## src/rtl/mm2s_cmd_seq.sv

```systemverilog
// MM2S command sequencer: slices a capture region into fixed-size DataMover
// commands on an AXI-Stream master, throttled by outstanding-status credit.
module mm2s_cmd_seq #(
  parameter int PACKET_SIZE     = 4096,
  parameter int MAX_OUTSTANDING = 4
) (
  input  logic        axilite_clk,
  input  logic        axilite_rstb,
  output logic [71:0] m_axis_tdata,
  output logic        m_axis_tvalid,
  input  logic        m_axis_tready,
  input  logic        sts_done,
  input  logic        read_start,
  input  logic        read_reset,
  input  logic        loop_en,
  input  logic [31:0] base_addr,
  input  logic [31:0] cap_size,
  output logic        busy,
  output logic [31:0] cmd_count,
  output logic [7:0]  loop_count,
  output logic [3:0]  outstanding
);

  typedef enum logic [1:0] {
    S_IDLE        = 2'd0,
    S_ISSUE       = 2'd1,
    S_WAIT_CREDIT = 2'd2,
    S_ABORT       = 2'd3
  } state_e;

  localparam logic [31:0] PKT_BYTES = 32'(PACKET_SIZE);
  localparam logic [3:0]  MAX_OUT   = 4'(MAX_OUTSTANDING);

  function automatic logic [22:0] calc_btt(input logic [31:0] size, input logic [31:0] off);
    logic [31:0] rem;
    rem = size - off;
    if (rem < PKT_BYTES) begin
      calc_btt = rem[22:0];
    end else begin
      calc_btt = PKT_BYTES[22:0];
    end
  endfunction

  function automatic logic [71:0] build_cmd(input logic [31:0] saddr, input logic [22:0] btt,
                                            input logic [3:0] tag);
    build_cmd = {4'h0, tag, saddr, 1'b0, 1'b1, 6'h00, 1'b1, btt};
  endfunction

  state_e      state_q, state_d;
  logic        start_q;
  logic        arm_q;
  logic [31:0] base_q, base_d;
  logic [31:0] size_q, size_d;
  logic        loop_q, loop_d;
  logic [31:0] offset_q, offset_d;
  logic [31:0] cmd_count_q, cmd_count_d;
  logic [7:0]  loop_count_q, loop_count_d;
  logic [3:0]  outstanding_q, outstanding_d;
  logic [71:0] tdata_q, tdata_d;
  logic        tvalid_q, tvalid_d;
  logic        busy_q;

  logic        start_edge_s;
  logic        hs_s;
  logic        issue_hs_s;
  logic [31:0] cap_masked_s;
  logic [22:0] btt_cur_s;
  logic [31:0] new_off_s;
  logic        wrap_s;
  logic [31:0] next_off_s;
  logic [31:0] cmd_inc_s;

  // arm_q blocks a start level that was already high when reset released
  assign start_edge_s = read_start & ~start_q & arm_q;
  assign hs_s         = tvalid_q & m_axis_tready;
  assign issue_hs_s   = hs_s & (state_q == S_ISSUE) & ~read_reset;
  assign cap_masked_s = cap_size & 32'hFFFF_FFE0;
  assign btt_cur_s    = calc_btt(size_q, offset_q);
  assign new_off_s    = offset_q + 32'(btt_cur_s);
  assign wrap_s       = (new_off_s >= size_q);
  assign next_off_s   = wrap_s ? 32'd0 : new_off_s;
  assign cmd_inc_s    = cmd_count_q + 32'd1;

  // Credit counter: issue adds one, status return removes one, never below zero.
  always_comb begin
    outstanding_d = outstanding_q;
    if (read_reset) begin
      outstanding_d = 4'd0;
    end else if (issue_hs_s && sts_done) begin
      outstanding_d = outstanding_q;
    end else if (issue_hs_s) begin
      outstanding_d = outstanding_q + 4'd1;
    end else if (sts_done && (outstanding_q != 4'd0)) begin
      outstanding_d = outstanding_q - 4'd1;
    end else begin
      outstanding_d = outstanding_q;
    end
  end

  // Sequencer next state, command word and pass/command counters.
  always_comb begin
    state_d      = state_q;
    base_d       = base_q;
    size_d       = size_q;
    loop_d       = loop_q;
    offset_d     = offset_q;
    cmd_count_d  = cmd_count_q;
    loop_count_d = loop_count_q;
    tdata_d      = tdata_q;
    tvalid_d     = tvalid_q;
    case (state_q)
      S_IDLE: begin
        tvalid_d = 1'b0;
        if (!read_reset && start_edge_s && (cap_masked_s != 32'd0)) begin
          base_d   = base_addr;
          size_d   = cap_masked_s;
          loop_d   = loop_en;
          offset_d = 32'd0;
          tdata_d  = build_cmd(base_addr, calc_btt(cap_masked_s, 32'd0), cmd_count_q[3:0]);
          tvalid_d = 1'b1;
          state_d  = S_ISSUE;
        end else begin
          state_d = S_IDLE;
        end
      end
      S_ISSUE: begin
        if (hs_s && read_reset) begin
          tvalid_d = 1'b0;
          state_d  = S_IDLE;
        end else if (hs_s) begin
          cmd_count_d = cmd_inc_s;
          offset_d    = next_off_s;
          tdata_d     = build_cmd(base_q + next_off_s, calc_btt(size_q, next_off_s), cmd_inc_s[3:0]);
          if (wrap_s) begin
            loop_count_d = loop_count_q + 8'd1;
          end else begin
            loop_count_d = loop_count_q;
          end
          if (wrap_s && !loop_q) begin
            tvalid_d = 1'b0;
            state_d  = S_IDLE;
          end else if (outstanding_d < MAX_OUT) begin
            tvalid_d = 1'b1;
            state_d  = S_ISSUE;
          end else begin
            tvalid_d = 1'b0;
            state_d  = S_WAIT_CREDIT;
          end
        end else if (read_reset) begin
          state_d = S_ABORT;
        end else begin
          state_d = S_ISSUE;
        end
      end
      S_WAIT_CREDIT: begin
        // tdata already holds the next command, prepared at the last handshake
        if (read_reset) begin
          tvalid_d = 1'b0;
          state_d  = S_IDLE;
        end else if (outstanding_q < MAX_OUT) begin
          tvalid_d = 1'b1;
          state_d  = S_ISSUE;
        end else begin
          tvalid_d = 1'b0;
          state_d  = S_WAIT_CREDIT;
        end
      end
      S_ABORT: begin
        if (hs_s) begin
          tvalid_d = 1'b0;
          state_d  = S_IDLE;
        end else begin
          tvalid_d = 1'b1;
          state_d  = S_ABORT;
        end
      end
      default: begin
        tvalid_d = 1'b0;
        state_d  = S_IDLE;
      end
    endcase
    if (read_reset) begin
      cmd_count_d  = 32'd0;
      loop_count_d = 8'd0;
      offset_d     = 32'd0;
    end else begin
      cmd_count_d  = cmd_count_d;
    end
  end

  // State, latched region and output registers.
  always_ff @(posedge axilite_clk or negedge axilite_rstb) begin
    if (!axilite_rstb) begin
      state_q       <= S_IDLE;
      start_q       <= 1'b0;
      arm_q         <= 1'b0;
      base_q        <= 32'd0;
      size_q        <= 32'd0;
      loop_q        <= 1'b0;
      offset_q      <= 32'd0;
      cmd_count_q   <= 32'd0;
      loop_count_q  <= 8'd0;
      outstanding_q <= 4'd0;
      tdata_q       <= 72'd0;
      tvalid_q      <= 1'b0;
      busy_q        <= 1'b0;
    end else begin
      state_q       <= state_d;
      start_q       <= read_start;
      arm_q         <= arm_q | ~read_start;
      base_q        <= base_d;
      size_q        <= size_d;
      loop_q        <= loop_d;
      offset_q      <= offset_d;
      cmd_count_q   <= cmd_count_d;
      loop_count_q  <= loop_count_d;
      outstanding_q <= outstanding_d;
      tdata_q       <= tdata_d;
      tvalid_q      <= tvalid_d;
      busy_q        <= (state_d != S_IDLE);
    end
  end

  assign m_axis_tdata  = tdata_q;
  assign m_axis_tvalid = tvalid_q;
  assign busy          = busy_q;
  assign cmd_count     = cmd_count_q;
  assign loop_count    = loop_count_q;
  assign outstanding   = outstanding_q;

endmodule
```

## config.mk

```make
export PLATFORM = sky130hd
export DESIGN_NAME = mm2s_cmd_seq
export DESIGN_NICKNAME = d
export VERILOG_FILES = /design/src/rtl/mm2s_cmd_seq.sv
export SDC_FILE = /design/constraint.sdc
export NUM_CORES = 1
export LEC_CHECK = 0
export CAP_MARGIN = 20
export CELL_PAD_IN_SITES_DETAIL_PLACEMENT = 0
export CELL_PAD_IN_SITES_GLOBAL_PLACEMENT = 1
export CORE_ASPECT_RATIO = 0.7
export CORE_UTILIZATION = 53
export DETAILED_ROUTE_END_ITERATION = 6
export DONT_BUFFER_PORTS = 1
export GPL_ROUTABILITY_DRIVEN = 0
export PLACE_DENSITY_LB_ADDON = 0.1
export SLEW_MARGIN = 40
export SYNTH_ARGS = -nofsm -noshare
export SYNTH_HDL_FRONTEND = slang
export SYNTH_SLANG_ARGS = --single-unit
```

## constraint.sdc

```tcl
create_clock -name axilite_clk -period 25.6 [get_ports axilite_clk]
set_input_delay 2.56 -clock axilite_clk [delete_from_list [all_inputs] [get_ports axilite_clk]]
set_output_delay 2.56 -clock axilite_clk [all_outputs]
set_load 0.1 [all_outputs]
```

==> results.py <==
metrics = {
    "logic_synthesis": {
        "netlist_area_um2": 16000,
        "synth_mux_area_frac": 0.0289,
        "avgSynthCellArea_um2": 8.37,
        "ys_async_sr_fraction": 1.00,
        "synth_warnings": 0,
        "synth_xor_area_frac": 0.0700,
        "synth-compound-area-share": 0.220,
        "ys_seq_area_frac": 0.315,
        "ys_ff_latch": 202,
        "synthCells": 1917,
        "synth_cell_types": 89,
        "synth-simple-area-share": 0.202,
        "synth_edf_count": 0,
        "synth_top_family_by_area": "compound AO/OA/AOI/OAI gates",
        "synthAdderAreaFrac": 0.113,
        "ys.flop_type": "dfrtp_1",
    },
    "critical_path": {
        "max_stage_delay_ns": 0.59,
        "path_delay_family": "compound AO/OA/AOI/OAI gates",
        "cp-start-kind": "flop",
        "critPathMostFrequentCell": "a21oi_1",
        "critPathBufInv": 2,
        "startpoint": "offset_q[23]",
        "reg2reg_from": "offset_q[23]",
        "required_ns": 26.02,
        "crit_slowest_cell": "nor4_1",
        "setup.worst_path.class": "reg2reg",
        "cp.arrival_ns": 15.98,
        "cp-end-kind": "flop",
        "path_max_fanout": 41,
    },
    "detailed_routing": {
        "ant_nets": 0,
        "vias": 14100,
        "drc": 0,
        "firstDrtPassIters": 5,
        "wl_per_cell_um": 20.7,
        "viasPerCell": 6.11,
        "totalWireLength_um": 47700,
        "drt_first_iter_violations": 1299,
    },
    "cells_and_area": {
        "nets": 2098,
        "syn_to_final_growth_pct": 7.22,
        "drive_gt1_frac": 0.121,
        "fin_cells": 2306,
        "fin_area_um2": 17200,
    },
    "floorplanning": {
        "fp.dieArea_um2": 31000,
        "rows": 52,
        "start_util": 0.547,
        "io_pins": 189,
        "die_h_um": 148,
        "fp.dieW_um": 210,
        "coreArea_um2": 29300,
    },
    "clock_tree": {
        "max-clock-path-buffers": 3,
        "cts_tree": "yes",
        "hold_buffers": 0,
        "htree_levels": 1,
        "cts_setup_buffers": 0,
        "clock_latency_ns": 0.54,
        "numCtsBuffers": 22,
        "clock-sinks": 202,
        "cts_resized": 0,
        "path_clk_slew_ns": 0.06,
        "root_buffer": "clkbuf_16",
    },
    "power_and_ir_drop": {
        "powerDensity_nw_per_um2": 127,
        "ir_worst_vdd_mv": 0.0858,
        "p_leak_uw": 0.00765,
    },
    "timing": {
        "finalHoldViolCount": 0,
        "rsz0062_at_grt": "no",
        "finalWorstSetupSlack_ns": 10.04,
        "fin_crit_sh": 0.608,
        "drv_slew": 0,
        "maxSlewHeadroom": 0.407,
        "max_freq_mhz": 64.3,
        "skew_ns": 0.0248,
        "tns_ns": 0,
        "setup_viol": 0,
        "worst_slew_pin_slew_ns": 0.889,
        "period_needed_ns": 15.56,
    },
    "placed_design": {
        "placed_area_um2": 16400,
        "dp.final_hpwl_um": 36300,
        "dpl.cell_count": 2264,
        "port_buffers": 0,
        "dp_slack_ns": 10.63,
    },
    "min_path": {
        "hold_path.class": "reg2reg",
        "hold_start": "arm_q",
    },
    "grt": {
        "gr-total-overflow": 0,
        "grt_pass1_vias": 13300,
        "grt_usage": 0.305,
        "antenna_found_initial": 1,
        "grt_max_degree": 203,
        "grt_pass1_wl_um": 74700,
    },
    "status": {
        "status": "complete, no violations",
    },
    "run": {
        "drv_cap": 0,
    },
}
-- final cells by class --
cell class,count,area [µm²]
Multi-Input combinational cell,1538,10300
Fill cell,2695,12100
Inverter,113,424
Clock inverter,14,118
Sequential cell,202,5180
Antenna cell,1,2.50
Timing Repair Buffer,7,52.6
Clock buffer,26,597
Tap cell,405,507
-- through the flow --
step	hold slack (ns)	utilization	total power [µW]
floorplan	0.435	-	1550
detailed placement	0.463	0.560	1820
finish	0.475	0.586	2180
global placement	0.454	0.556	1790
CTS	0.482	0.584	2160
global route	0.503	0.586	2310
-- routing by layer --
metal | vias up | global-route usage | share of wire
met2 | 518 | 0.443 | 0.42
met4 | 0 | 0.0628 | 0.017
li1 | 6783 | - | -
met5 | - | 0 | 0
met1 | 6729 | 0.455 | 0.47
met3 | 56 | 0.0769 | 0.090
-- power breakdown --
| part | internal [µW] | leakage (µW) | total [µW] | switching [µW] |
|---|---|---|---|---|
| clock network | 179 | 0.000336 | 326 | 147 |
| registers | 404 | 0.00247 | 726 | 322 |
| logic | 439 | 0.00484 | 1130 | 686 |
| total | 1020 | 0.00765 | 2180 | 1150 |
-- Yosys cell counts (all sizes together) (32+ instances only) --
cell / number / area [µm²]
nor2: 160 / 601
xor2: 56 / 490
and3: 37 / 231
clkbuf: 54 / 203
dfrtp: 202 / 5050
inv: 113 / 424
ha: 141 / 1760
a21oi: 145 / 771
nand2: 212 / 798
a21o: 57 / 428
and2: 33 / 206
mux2: 34 / 383
xnor2: 67 / 587
o21ai: 144 / 751
nand3: 49 / 250
nor3: 32 / 170
-- sequential cells by signal (all words and copies together) (netlist names), 2 cells and up --
register	count
base_q	32
offset_q	32
loop_count	8
m_axis_tdata	60
size_q	27
cmd_count	32
outstanding	4
state_q	2
-- cells by family after synthesis --
group,count (synthesis)
muxes,42
DFF,202
buffers and inverters,197
and+or+nand+nor,666
AOI/OAI and AO/OA,541
other,1
xor gates and xnor gates,125
adders and majority gates,143
-- cell usage in the layout, fill, tap and decap left out, types with 15 or more instances in the layout --
cell type / n
a21oi_1: 139
and3_1: 37
xnor2_1: 66
ha_1: 141
mux2_2: 33
nor3_1: 26
nor4_1: 15
nand3_1: 48
inv_1: 113
nor2_1: 158
or3_1: 21
xor2_1: 56
dfrtp_1: 102
nand2_1: 211
a31oi_1: 28
and2_1: 33
nand4_1: 22
o21bai_1: 18
nand2b_1: 24
dfrtp_2: 99
o21a_1: 19
a21o_1: 57
o21ai_0: 125
clkbuf_16: 23
o22ai_1: 23
conb_1: 21
-- final timing paths --
kind / end / slack, ns / cells past startpoint
worst max-delay path: m_axis_tdata[5] / 10.04 / 56
max in group asynchronous: m_axis_tdata[30] / 23.47 / 0
worst min-delay path: arm_q / 0.48 / 1
worst max register to register: m_axis_tdata[5] / 10.04 / 56
min in group asynchronous: size_q[11] / 1.72 / 0
worst min register to register: arm_q / 0.48 / 1
(Power assumes the default switching activity.)
